$ cat config.mk
export PLATFORM = sky130hd
export DESIGN_NAME = tmds_pll_supervisor
export DESIGN_NICKNAME = d
export VERILOG_FILES = /design/src/rtl/tmds_pll_supervisor.sv
export SDC_FILE = /design/constraint.sdc
export NUM_CORES = 1
export LEC_CHECK = 0
export CORE_ASPECT_RATIO = 2
export CORE_MARGIN = 2
export CORE_UTILIZATION = 59
export DETAILED_ROUTE_END_ITERATION = 12
export HOLD_SLACK_MARGIN = 0.03
export MAX_ROUTING_LAYER = met4
export PLACE_DENSITY = 0.8
export RECOVER_POWER = 25
export SYNTH_ARGS = -nofsm -noshare
export SYNTH_HDL_FRONTEND = slang
export SYNTH_SLANG_ARGS = --single-unit
export TNS_END_PERCENT = 100
$ cat constraint.sdc
create_clock -name clkin -period 2.2 [get_ports clkin]
set_clock_uncertainty 0.2 [all_clocks]
set_input_delay 0.66 -clock clkin [delete_from_list [all_inputs] [get_ports clkin]]
set_output_delay 0.66 -clock clkin [all_outputs]
set_load 0.05 [all_outputs]
$ cat src/rtl/tmds_pll_supervisor.sv
// tmds_pll_supervisor
//   Bring-up and lock supervisor for the TMDS PLL that produces the DVI
//   serializer (5x) and pixel (1x) clocks. Runs entirely in the PLL
//   reference-clock domain (clkin).
//
//   Sequence: pulse PLL reset -> wait for lock -> qualify lock stability
//   -> release serializer reset -> hold -> release pixel reset (RUN).
//   A lock timeout retries the sequence; once the retry budget is spent
//   the block parks in FAULT until restart_i or reset.
//   Loss of lock in REL_SER/RUN re-runs the whole sequence and is counted.
//
//   Optional build macro: TMDS_PLL_SUP_LOCK_FILTER_EN
//     When defined, lock_s must stay low for LOSS_FILTER_CYC consecutive
//     cycles in REL_SER/RUN before it counts as a loss; shorter dips are
//     ignored. When undefined, a single low lock_s cycle is a loss.

module tmds_pll_supervisor #(
    parameter int unsigned PLL_RST_CYC      = 16,
    parameter int unsigned LOCK_STABLE_CYC  = 1024,
    parameter int unsigned LOCK_TIMEOUT_CYC = 500000,
    parameter int unsigned MAX_RETRY        = 7,
    parameter int unsigned SER_RST_HOLD     = 8,
    parameter int unsigned LOSS_FILTER_CYC  = 4
) (
    input  logic       clkin,
    input  logic       reset,
    input  logic       pll_lock_i,
    input  logic       restart_i,
    output logic       pll_reset_o,
    output logic       ser_rst_o,
    output logic       pix_rst_o,
    output logic       ready_o,
    output logic       fault_o,
    output logic [3:0] retry_cnt_o,
    output logic [7:0] loss_cnt_o
);

    // ------------------------------------------------------------------
    // Counter sizing: each counter only has to hold (parameter - 1).
    // ------------------------------------------------------------------
    localparam int unsigned RST_W  = (PLL_RST_CYC      > 1) ? $clog2(PLL_RST_CYC)      : 1;
    localparam int unsigned STB_W  = (LOCK_STABLE_CYC  > 1) ? $clog2(LOCK_STABLE_CYC)  : 1;
    localparam int unsigned TO_W   = (LOCK_TIMEOUT_CYC > 1) ? $clog2(LOCK_TIMEOUT_CYC) : 1;
    localparam int unsigned HOLD_W = (SER_RST_HOLD     > 1) ? $clog2(SER_RST_HOLD)     : 1;

    localparam logic [RST_W-1:0]  RST_LAST  = RST_W'(PLL_RST_CYC - 1);
    // The WAIT_LOCK cycle that first sees lock_s=1 is the first qualified
    // cycle, and the STABLE cycle where the counter reads N is qualified
    // cycle N+2. Release therefore happens when the counter reads CYC-2.
    localparam logic [STB_W-1:0]  STB_LAST  = STB_W'(LOCK_STABLE_CYC - 2);
    localparam logic [TO_W-1:0]   TO_LAST   = TO_W'(LOCK_TIMEOUT_CYC - 1);
    localparam logic [HOLD_W-1:0] HOLD_LAST = HOLD_W'(SER_RST_HOLD - 1);

    localparam logic [3:0] RETRY_LIMIT = 4'(MAX_RETRY);
    localparam logic [3:0] RETRY_SAT   = 4'hF;
    localparam logic [7:0] LOSS_SAT    = 8'hFF;

    // Reject parameter sets the sequencer cannot honour.
    if (PLL_RST_CYC == 0 || LOCK_STABLE_CYC < 2 || LOCK_TIMEOUT_CYC == 0 ||
        MAX_RETRY == 0 || MAX_RETRY > 15 || SER_RST_HOLD == 0 ||
        LOSS_FILTER_CYC == 0) begin : g_bad_params
        $error("tmds_pll_supervisor: parameter out of range");
    end

    typedef enum logic [2:0] {
        ST_RST_PLL   = 3'd0,
        ST_WAIT_LOCK = 3'd1,
        ST_STABLE    = 3'd2,
        ST_REL_SER   = 3'd3,
        ST_RUN       = 3'd4,
        ST_FAULT     = 3'd5
    } state_t;

    state_t            r_state;
    logic [RST_W-1:0]  r_rst_cnt;
    logic [STB_W-1:0]  r_stable_cnt;
    logic [TO_W-1:0]   r_timer;
    logic [HOLD_W-1:0] r_hold_cnt;

    logic       r_lock_meta;
    logic       r_lock_s;

    logic       r_pll_reset;
    logic       r_ser_rst;
    logic       r_pix_rst;
    logic       r_ready;
    logic       r_fault;
    logic [3:0] r_retry_cnt;
    logic [7:0] r_loss_cnt;

    logic       w_timeout;
    logic [3:0] w_retry_next;
    logic       w_lock_loss;

    // Two-flop synchronizer bringing the asynchronous PLL lock into clkin
    always_ff @(posedge clkin) begin
        if (reset) begin
            r_lock_meta <= 1'b0;
            r_lock_s    <= 1'b0;
        end else begin
            // NOTE: non-blocking so the second flop takes the first flop's
            // pre-edge value; blocking here would collapse the two stages.
            r_lock_meta <= pll_lock_i;
            r_lock_s    <= r_lock_meta;
        end
    end

`ifdef TMDS_PLL_SUP_LOCK_FILTER_EN
    localparam int unsigned FLT_W = (LOSS_FILTER_CYC > 1) ? $clog2(LOSS_FILTER_CYC) : 1;
    localparam logic [FLT_W-1:0] FLT_LAST = FLT_W'(LOSS_FILTER_CYC - 1);

    logic [FLT_W-1:0] r_low_cnt;
    logic             r_loss_det;

    // Count consecutive low lock_s samples; flag a loss once the dip persists
    always_ff @(posedge clkin) begin
        if (reset) begin
            r_low_cnt  <= '0;
            r_loss_det <= 1'b0;
        end else if (r_lock_s) begin
            r_low_cnt  <= '0;
            r_loss_det <= 1'b0;
        end else begin
            if (r_low_cnt != FLT_LAST) begin
                r_low_cnt <= r_low_cnt + 1'b1;
            end
            r_loss_det <= (r_low_cnt == FLT_LAST);
        end
    end

    assign w_lock_loss = r_loss_det;
`else
    assign w_lock_loss = ~r_lock_s;
`endif

    assign w_timeout    = (r_timer == TO_LAST);
    assign w_retry_next = (r_retry_cnt == RETRY_SAT) ? RETRY_SAT : r_retry_cnt + 4'd1;

    // Bring-up sequencer: state, phase counters, timeout timer and registered outputs
    always_ff @(posedge clkin) begin
        if (reset) begin
            r_state      <= ST_RST_PLL;
            r_rst_cnt    <= '0;
            r_stable_cnt <= '0;
            r_timer      <= '0;
            r_hold_cnt   <= '0;
            r_pll_reset  <= 1'b1;
            r_ser_rst    <= 1'b1;
            r_pix_rst    <= 1'b1;
            r_ready      <= 1'b0;
            r_fault      <= 1'b0;
            r_retry_cnt  <= '0;
            r_loss_cnt   <= '0;
        end else if (restart_i) begin
            // Full re-run from any state; the loss history is kept.
            r_state     <= ST_RST_PLL;
            r_rst_cnt   <= '0;
            r_timer     <= '0;
            r_pll_reset <= 1'b1;
            r_ser_rst   <= 1'b1;
            r_pix_rst   <= 1'b1;
            r_ready     <= 1'b0;
            r_fault     <= 1'b0;
            r_retry_cnt <= '0;
        end else begin
            case (r_state)
                ST_RST_PLL: begin
                    r_timer <= '0;
                    if (r_rst_cnt == RST_LAST) begin
                        r_state     <= ST_WAIT_LOCK;
                        r_rst_cnt   <= '0;
                        r_pll_reset <= 1'b0;
                    end else begin
                        r_rst_cnt <= r_rst_cnt + 1'b1;
                    end
                end

                // The timer spans both states so a chattering lock still times out.
                ST_WAIT_LOCK, ST_STABLE: begin
                    if (w_timeout) begin
                        r_timer     <= '0;
                        r_retry_cnt <= w_retry_next;
                        r_pll_reset <= 1'b1;
                        if (w_retry_next == RETRY_LIMIT) begin
                            r_state <= ST_FAULT;
                            r_fault <= 1'b1;
                        end else begin
                            r_state   <= ST_RST_PLL;
                            r_rst_cnt <= '0;
                        end
                    end else begin
                        r_timer <= r_timer + 1'b1;
                        if (r_state == ST_WAIT_LOCK) begin
                            if (r_lock_s) begin
                                r_state      <= ST_STABLE;
                                r_stable_cnt <= '0;
                            end
                        end else if (!r_lock_s) begin
                            r_state <= ST_WAIT_LOCK;
                        end else if (r_stable_cnt == STB_LAST) begin
                            r_state    <= ST_REL_SER;
                            r_ser_rst  <= 1'b0;
                            r_hold_cnt <= '0;
                        end else begin
                            r_stable_cnt <= r_stable_cnt + 1'b1;
                        end
                    end
                end

                // A loss while releasing is handled exactly like a loss in RUN.
                ST_REL_SER, ST_RUN: begin
                    if (w_lock_loss) begin
                        r_state     <= ST_RST_PLL;
                        r_rst_cnt   <= '0;
                        r_timer     <= '0;
                        r_pll_reset <= 1'b1;
                        r_ser_rst   <= 1'b1;
                        r_pix_rst   <= 1'b1;
                        r_ready     <= 1'b0;
                        if (r_loss_cnt != LOSS_SAT) begin
                            r_loss_cnt <= r_loss_cnt + 1'b1;
                        end
                    end else if (r_state == ST_REL_SER) begin
                        if (r_hold_cnt == HOLD_LAST) begin
                            r_state     <= ST_RUN;
                            r_pix_rst   <= 1'b0;
                            r_ready     <= 1'b1;
                            r_retry_cnt <= '0;
                        end else begin
                            r_hold_cnt <= r_hold_cnt + 1'b1;
                        end
                    end
                end

                ST_FAULT: begin
                    r_pll_reset <= 1'b1;
                    r_ser_rst   <= 1'b1;
                    r_pix_rst   <= 1'b1;
                    r_ready     <= 1'b0;
                    r_fault     <= 1'b1;
                end

                // NOTE: unused encodings recover to a safe bring-up rather than
                // holding an undefined state forever.
                default: begin
                    r_state     <= ST_RST_PLL;
                    r_rst_cnt   <= '0;
                    r_timer     <= '0;
                    r_pll_reset <= 1'b1;
                    r_ser_rst   <= 1'b1;
                    r_pix_rst   <= 1'b1;
                    r_ready     <= 1'b0;
                end
            endcase
        end
    end

    assign pll_reset_o = r_pll_reset;
    assign ser_rst_o   = r_ser_rst;
    assign pix_rst_o   = r_pix_rst;
    assign ready_o     = r_ready;
    assign fault_o     = r_fault;
    assign retry_cnt_o = r_retry_cnt;
    assign loss_cnt_o  = r_loss_cnt;

endmodule

==> results of run 1 <==
-- critical path, cell delays in order (launching register included) --
cell	delay, ps
dfxtp_1	380
inv_1	90
ha_1	190
nand2_1	100
o31a_1	180
o221ai_1	270
buf_4	240
or2_2	270
a21oi_1	120
-- sequential cells by signal, summed over array words and instances, names as in the netlist --
name / flops
ser_rst_o: 1
ready_o: 1
r_rst_cnt: 4
r_stable_cnt: 10
pix_rst_o: 1
r_timer: 19
r_state: 3
r_lock_meta: 1
r_lock_s: 1
pll_reset_o: 1
retry_cnt_o: 4
loss_cnt_o: 8
r_hold_cnt: 3
fault_o: 1
-- what timing repair did --
| item | CTS | global route |
|---|---|---|
| setup endpoints to repair | 8 | 11 |
| setup buffers | 2 | 0 |
| cloned | 1 | 0 |
| resized for setup | 2 | 8 |
| hold endpoints to repair | 0 | 0 |
| pin swaps | 0 | 1 |
-- final cells by class --
type | instances | area, µm²
Clock inverter | 1 | 5.00
Timing Repair Buffer | 64 | 517
Sequential cell | 58 | 1160
Multi-Input combinational cell | 292 | 1910
Inverter | 7 | 26.3
Fill cell | 365 | 1250
Clock buffer | 15 | 196
Tap cell | 58 | 72.6
-- where the power goes --
part | switching, mW | leakage, nW | internal [mW]
clock network | 0.421 | 0.106 | 0.561
logic | 0.0240 | 0.760 | 0.0220
registers | 0.00469 | 0.469 | 1.05
total | 0.450 | 1.34 | 1.64
-- path summary, 6_finish.rpt --
kind,end,slack [ps],cells past startpoint
worst max-delay path,r_stable_cnt[1],90,8
worst min-delay path,r_lock_s,250,1
worst max register to register,r_stable_cnt[1],90,8
worst min register to register,r_lock_s,250,1
-- layout by cell type, fill, tap and decap left out, drive strengths merged, types with 4 or more instances in the layout --
| cell type | instances |
|---|---|
| ha | 8 |
| or2 | 5 |
| nand4 | 10 |
| xor2 | 7 |
| nor3 | 5 |
| nand2b | 9 |
| and4 | 4 |
| a211oi | 5 |
| xnor2 | 9 |
| o21ai | 20 |
| nand3 | 28 |
| or3 | 10 |
| inv | 7 |
| or4 | 9 |
| nor2b | 6 |
| nor3b | 4 |
| a21oi | 40 |
| o31ai | 9 |
| nor4 | 4 |
| buf | 49 |
| a21bo | 4 |
| dfxtp | 58 |
| clkbuf | 27 |
| nand2 | 25 |
| nor2 | 29 |
-- logic make-up after synthesis --
logic type | Yosys count | synth area share
AO/OA/AOI/OAI | 100 | 0.207
XOR/XNOR | 16 | 0.0449
adder cells (fa/ha/maj) | 8 | 0.0321
buffers and inverters | 23 | 0.0301
flip-flops | 58 | 0.372
multiplexers | 4 | 0.0132
AND/OR/NAND/NOR | 163 | 0.301
-- metal layers --
metal,vias to the layer above,global-route usage
li1,1506,-
met5,-,-
met3,29,0.0531
met1,1478,0.269
met4,0,0.192
met2,72,0.536
-- per-stage QoR --
stage / hold slack (ps) / cell area [µm²] / setup TNS (ps)
floorplan: 214 / 3120 / 0
global placement: 218 / 3660 / -6740
detailed placement: 246 / 3660 / -7470
CTS: 256 / 3890 / 0
global route: 284 / 3890 / -101
finish: 250 / 3890 / 0
==> out/results.ini, run 1 <==
[status]
run_status = finished, final reports clean

[logic_synthesis]
synth_area_mm2 = 0.00312
synth_top_area_frac = 0.372
synth_edf_count = 0
synth.most_common_cell = dfxtp_1
syn_avg_cell_area_um2 = 8.39
synth_warnings = 0
yosys.area.top_type = dfxtp_1
syn-num-nets = 384
postSynthCellCount = 372
synth_common_cells = dfxtp_1 (58), a21oi_1 (38), nor2_1 (29), nand3_1 (27), nand2_1 (25)
synth.ff_latch_count = 58
async_flop_share = 0
yosysSeqAreaShare = 0.372
ys_types = 62
ys_top_cells_by_area = dfxtp_1 (37%), a21oi_1 (6.1%), nand3_1 (4.3%)
synth_top_flop_cell = dfxtp_1

[power]
ir_worst_vdd_v = 0.000540
p_total_mw = 2.09
p_leak_nw = 1.34
powerDensity_mw_per_mm2 = 537

[clocking]
cts.path.max_buffers = 2
clk_pin_slew_worst_paths_ps = 60
cts_htree_levels = 3
insertion_delay_ps = 360
hold_buffers = 0
cts-root-buf = clkbuf_8
numCtsBuffers = 9
cts_tree = done
cts.sinks = 58

[flow_run]
maxCapViolations = 0

[setup_path]
path_class = flip-flop to flip-flop
critPathMaxFanout = 5
cp-startpoint = r_stable_cnt[0]
start_kind = flip-flop
r2r-start = r_stable_cnt[0]
cp-end-kind = flip-flop
cp_data_required_time_ps = 2280
arrival_ps = 2190

[route]
wire_per_inst_um = 16.4
wl_met1_mm = 2.85
viasPerCell = 6.23
wl_met2_mm = 4.70
drtAntennaViolNets = 0
wl_met3_um = 237
drtIter0Drc = 165
top_layer = met4
drc_errors = 0
routed_wl_mm = 8.13
vias = 3085
first_pass_iters = 8

[timing]
relSlewSlack = 0.604
finalSetupViolations = 0
min_period_over_period = 0.958
timing.fmax_ghz = 0.475
hold_violations = 0
fin_ws_ps = 93.5
min_period_ps = 2110
slew_violations = 0
worstMarginPinSlew_ps = 596
rsz0062_at_grt = yes

[min_path]
hp-class = flip-flop to flip-flop
hp-start = r_lock_meta

[grt]
antenna_found_initial = 0
grt_pass1_wl_mm = 13.2
grt_pass1_vias = 3013
grt_max_degree = 16
grt_usage = 0.292
grt_overflow = 0

[floorplanning]
die_y_um = 107
start_util = 0.607
die_x_um = 55.4
die_area_mm2 = 0.00592
core_area_mm2 = 0.00514
rows = 37
ios = 21

[placement]
dp.cells = 476
pre_cts_slack_ps = -469
hpwl_mm = 5.79
port_buffers = 20
place_congestion = 0.875

[final_layout]
syn2layout_area_growth_pct = 24.6
drive_gt1_frac = 0.233
nNetsFinal = 444
utilization = 0.757
antennaDiodeCount = 0
final_cells = 495

Power figures use the tool's default switching activity.
==> run 2: changes to the inputs <==
CORE_MARGIN = unset   (was 2)
==> out/results.ini, run 2 (synthesis results as in run 1) <==
[placement]
place_area_mm2 = 0.00366
pre_cts_slack_ps = -460
dp.cells = 476
place_congestion = 0.882
port_buffers = 20
hpwl_mm = 5.74

[grt]
grt_pass1_vias = 2959
grt_overflow = 0
grt_max_degree = 18
antenna_found_initial = 0
grt_pass1_wl_mm = 12.6
grt_usage = 0.314

[power]
powerDensity_mw_per_mm2 = 537
p_total_mw = 2.07
p_int_mw = 1.64
p_leak_nw = 1.33
clkPwrFrac = 0.468
comb_power_share = 0.021
ir_worst_vdd_v = 0.000640
p_sw_mw = 0.434
seq_power_share = 0.511
switching_share = 0.210

[floorplanning]
ios = 21
die_area_mm2 = 0.00560
core_area_mm2 = 0.00509
start_util = 0.613
rows = 37
die_y_um = 105
die_x_um = 53.4

[route]
wire_per_inst_um = 15.6
first_pass_iters = 5
viasPerCell = 6.23
vias = 3079
drtAntennaViolNets = 0
drtIter0Drc = 76
routed_wl_mm = 7.70
drc_errors = 0

[clocking]
clk_pin_slew_worst_paths_ps = 60
cts_htree_levels = 3
cts-root-buf = clkbuf_8
cts_tree = done
hold_buffers = 0
numCtsBuffers = 9
cts.sinks = 58
insertion_delay_ps = 340
cts.path.max_buffers = 2

[setup_path]
r2r-start = r_state[2]
cp_common_cell = buf_4
arrival_ps = 2110
cp_slowest_cell = clkdlybuf4s50_1
path_class = input pin to flip-flop
critPathTopFamily = buffers and inverters
cp-end-kind = flip-flop
crit_chain = clkdlybuf4s50_1, buf_4, clkbuf_1, nand2b_1, buf_4, a21oi_1
critPathMaxFanout = 14
start_kind = input pin
cp_num_buf_inv = 4
cp_data_required_time_ps = 2230
cp-startpoint = reset
cpPeakStageDelay_ps = 470

[timing]
hold_slack_ps = 257
min_period_over_period = 0.946
rsz0062_at_grt = no
finalSetupViolations = 0
slew_violations = 0
relSlewSlack = 0.610
fin_ws_ps = 118
timing.fmax_ghz = 0.480
worstMarginPinSlew_ps = 580
min_period_ps = 2080
hold_violations = 0

[final_layout]
final_cell_mix = dfxtp_1 (51), buf_4 (42), a21oi_1 (38)
final_common_cell = dfxtp_1
final_area_mm2 = 0.00385
final_cells = 494
syn2layout_area_growth_pct = 23.6
top_register = r_timer
antennaDiodeCount = 0
largest_reg_flops = 19
fillers = 404
multiInputGateArea_mm2 = 0.00189
seq_area_mm2 = 0.00117
nNetsFinal = 443
drive_gt1_frac = 0.239

[flow_run]
maxCapViolations = 0

[min_path]
hp-class = flip-flop to flip-flop
hp-start = r_lock_meta

[status]
run_status = finished, final reports clean

run 2: cell count changes in the layout (fill, tap and decap cells not counted), sizes merged:
cell / previous run / this run
buf: 49 / 46
o221ai: 3 / 2
clkbuf: 27 / 30
run 2: power by group through the flow:
| stage | Sequential, mW | Combinational (mW) | Clock [mW] |
|---|---|---|---|
| 2_1_floorplan | 1.08 | 0.0195 | 0 |
| 4_1_cts | 1.06 | 0.0450 | 0.981 |
| 5_1_grt | 1.06 | 0.0470 | 1.03 |
| 3_5_place_dp | 1.08 | 0.0450 | 0 |
| 3_3_place_gp | 1.08 | 0.0442 | 0 |
| 6_report | 1.06 | 0.0439 | 0.969 |
run 2: stage by stage:
step,TNS [ps],util
global route,0,0.757
floorplan,0,-
detailed placement,-7040,0.719
CTS,0,0.759
finish,0,0.757
global placement,-5910,0.719
run 2: per-layer routing:
layer  vias to the layer above  routed length [µm]  global-route usage
met5                         -                   0                   -
met4                         0                 370               0.186
met3                        32                 210              0.0655
met2                        73                4320               0.562
met1                      1477                2800               0.279
li1                       1497                   -                   -
run 2: final timing paths:
path	to	slack (ps)	depth (start not counted)
worst max register to register	r_timer[11]	140	6
worst max-delay path	r_stable_cnt[5]	120	6
worst min-delay path	r_lock_s	260	1
worst min register to register	r_lock_s	260	1
run 2: what timing repair did:
action / in CTS / in global routing
resized for setup: 2 / 10
setup endpoints to repair: 11 / 23
setup buffers: 0 / 2
pin swaps: 1 / 6
gates cloned: 0 / 0
run 2: final cells by class:
class	instances	area share
Clock inverter	1	0.00130
Clock buffer	15	0.0510
Inverter	7	0.00682
Tap cell	58	0.0188
Timing Repair Buffer	64	0.129
Sequential cell	58	0.303
Multi-Input combinational cell	291	0.490
==> run 3: changes to the inputs <==
CORE_UTILIZATION = 40   (was 59)
PLACE_DENSITY = unset   (was 0.8)
==> out/results.ini, run 3 (synthesis results as in run 1) <==
[timing]
hold_slack_ps = 268
timing.fmax_ghz = 0.470
rsz0062_at_grt = yes
slew_violations = 0
min_period_over_period = 0.967
fin_setup_tns_ps = 0
finalSetupViolations = 0
worstMarginPinSlew_ps = 637
min_period_ps = 2130
hold_violations = 0
relSlewSlack = 0.573

[setup_path]
crit_chain = buf_4, nand2b_1, buf_4, a2111o_1, a21bo_1, a211oi_2
cp_data_required_time_ps = 2250
cpPeakStageDelay_ps = 520
cp_num_buf_inv = 2
crit_end = retry_cnt_o[2]
cp-startpoint = r_state[0]
r2r_slack_ps = 70
path_class = flip-flop to flip-flop
critPathTopFamily = compound AO/OA/AOI/OAI gates
ff2ff_path_depth = 6
critPathMaxFanout = 9
cp_slowest_cell = a2111o_1
arrival_ps = 2180
cp_common_cell = buf_4
reg2reg_to = retry_cnt_o[2]
start_kind = flip-flop
r2r-start = r_state[0]
cp_num_cells = 6
cp-end-kind = flip-flop

[clocking]
hold_buffers = 0
cts.sinks = 58
cts.path.max_buffers = 2
cts_tree = done
cts-root-buf = clkbuf_16
clk_pin_slew_worst_paths_ps = 50
cts_htree_levels = 3
insertion_delay_ps = 330
numCtsBuffers = 9

[floorplanning]
core_area_mm2 = 0.00754
die_y_um = 127
ios = 21
die_area_mm2 = 0.00818
start_util = 0.413
rows = 45
die_x_um = 64.4

[final_layout]
final_cell_mix = dfxtp_1 (54), buf_4 (53), a21oi_1 (38)
seq_area_mm2 = 0.00117
top_register = r_timer
drive_gt1_frac = 0.237
largest_reg_flops = 19
fillers = 760
utilization = 0.540
nNetsFinal = 454
final_area_mm2 = 0.00407
multiInputGateArea_mm2 = 0.00189
final_common_cell = dfxtp_1
antennaDiodeCount = 0
syn2layout_area_growth_pct = 30.6

[grt]
gr-usage-met1 = 0.197
grt_usage = 0.217
busiest_layer = met2
antenna_found_initial = 0
grt_pass1_vias = 2880
met3_usage = 0.0531
grt_pass1_wl_mm = 13.2
grt_max_degree = 18
use_met2 = 0.411
grt_overflow = 0

[route]
first_pass_iters = 4
drtAntennaViolNets = 0
routed_wl_mm = 8.20
drc_errors = 0
viasPerCell = 5.60
drtIter0Drc = 125
wire_per_inst_um = 15.2
vias = 3027

[power]
p_total_mw = 2.41
p_leak_nw = 1.41
powerDensity_mw_per_mm2 = 593
ir_worst_vdd_v = 0.000485

[placement]
hpwl_mm = 6.02
place_area_mm2 = 0.00375
place_congestion = 0.860
port_buffers = 20

[status]
run_status = finished, final reports clean

[flow_run]
maxCapViolations = 0

[min_path]
hp-class = flip-flop to flip-flop

==> run 3: changes by cell type in the layout (fill, tap and decap cells not counted), sizes merged <==
cell	before	now
clkinv	1	2
clkbuf	30	28
buf	46	58
==> run 3: through the flow <==
stage               setup WS, ps  instances
floorplan                    141        372
global placement            -460        518
detailed placement          -524        518
CTS                         21.8        538
global route               -25.2        541
finish                      73.3        541
==> run 3: metal layers <==
metal  vias to the layer above  share of wire
met5                         -              0
li1                       1519              -
met3                        14          0.023
met1                      1456           0.37
met4                         0          0.020
met2                        38           0.58
==> run 3: report_power, final <==
group | switching (mW) | internal [mW]
combinational | 0.0250 | 0.0216
sequential | 0.00312 | 1.05
clock | 0.461 | 0.849
==> run 3: cell type report <==
type,instances,share of cell area
flip-flops and latches,58,0.287
well taps,94,0.0289
inverters,7,0.00645
repair buffers,75,0.144
clock buffers,14,0.0673
multi-input cells,291,0.464
clock inverters,2,0.00246
==> run 3: worst min path at each step <==
| stage | startpoint | end | slack, ps | cells past startpoint |
|---|---|---|---|---|
| 3_5_place_dp | r_lock_meta | r_lock_s | 230 | 1 |
| 5_1_grt | r_lock_meta | r_lock_s | 270 | 1 |
| 6_report | r_lock_meta | r_lock_s | 270 | 1 |
| 3_3_place_gp | r_lock_meta | r_lock_s | 230 | 1 |
| 4_1_cts | r_lock_meta | r_lock_s | 260 | 1 |
| 2_1_floorplan | r_lock_meta | r_lock_s | 210 | 1 |
==> run 3: repair_timing <==
item / in CTS / in global routing
setup endpoints to repair: 13 / 17
pin swaps: 1 / 4
setup buffers: 4 / 3
gates resized for setup: 4 / 5
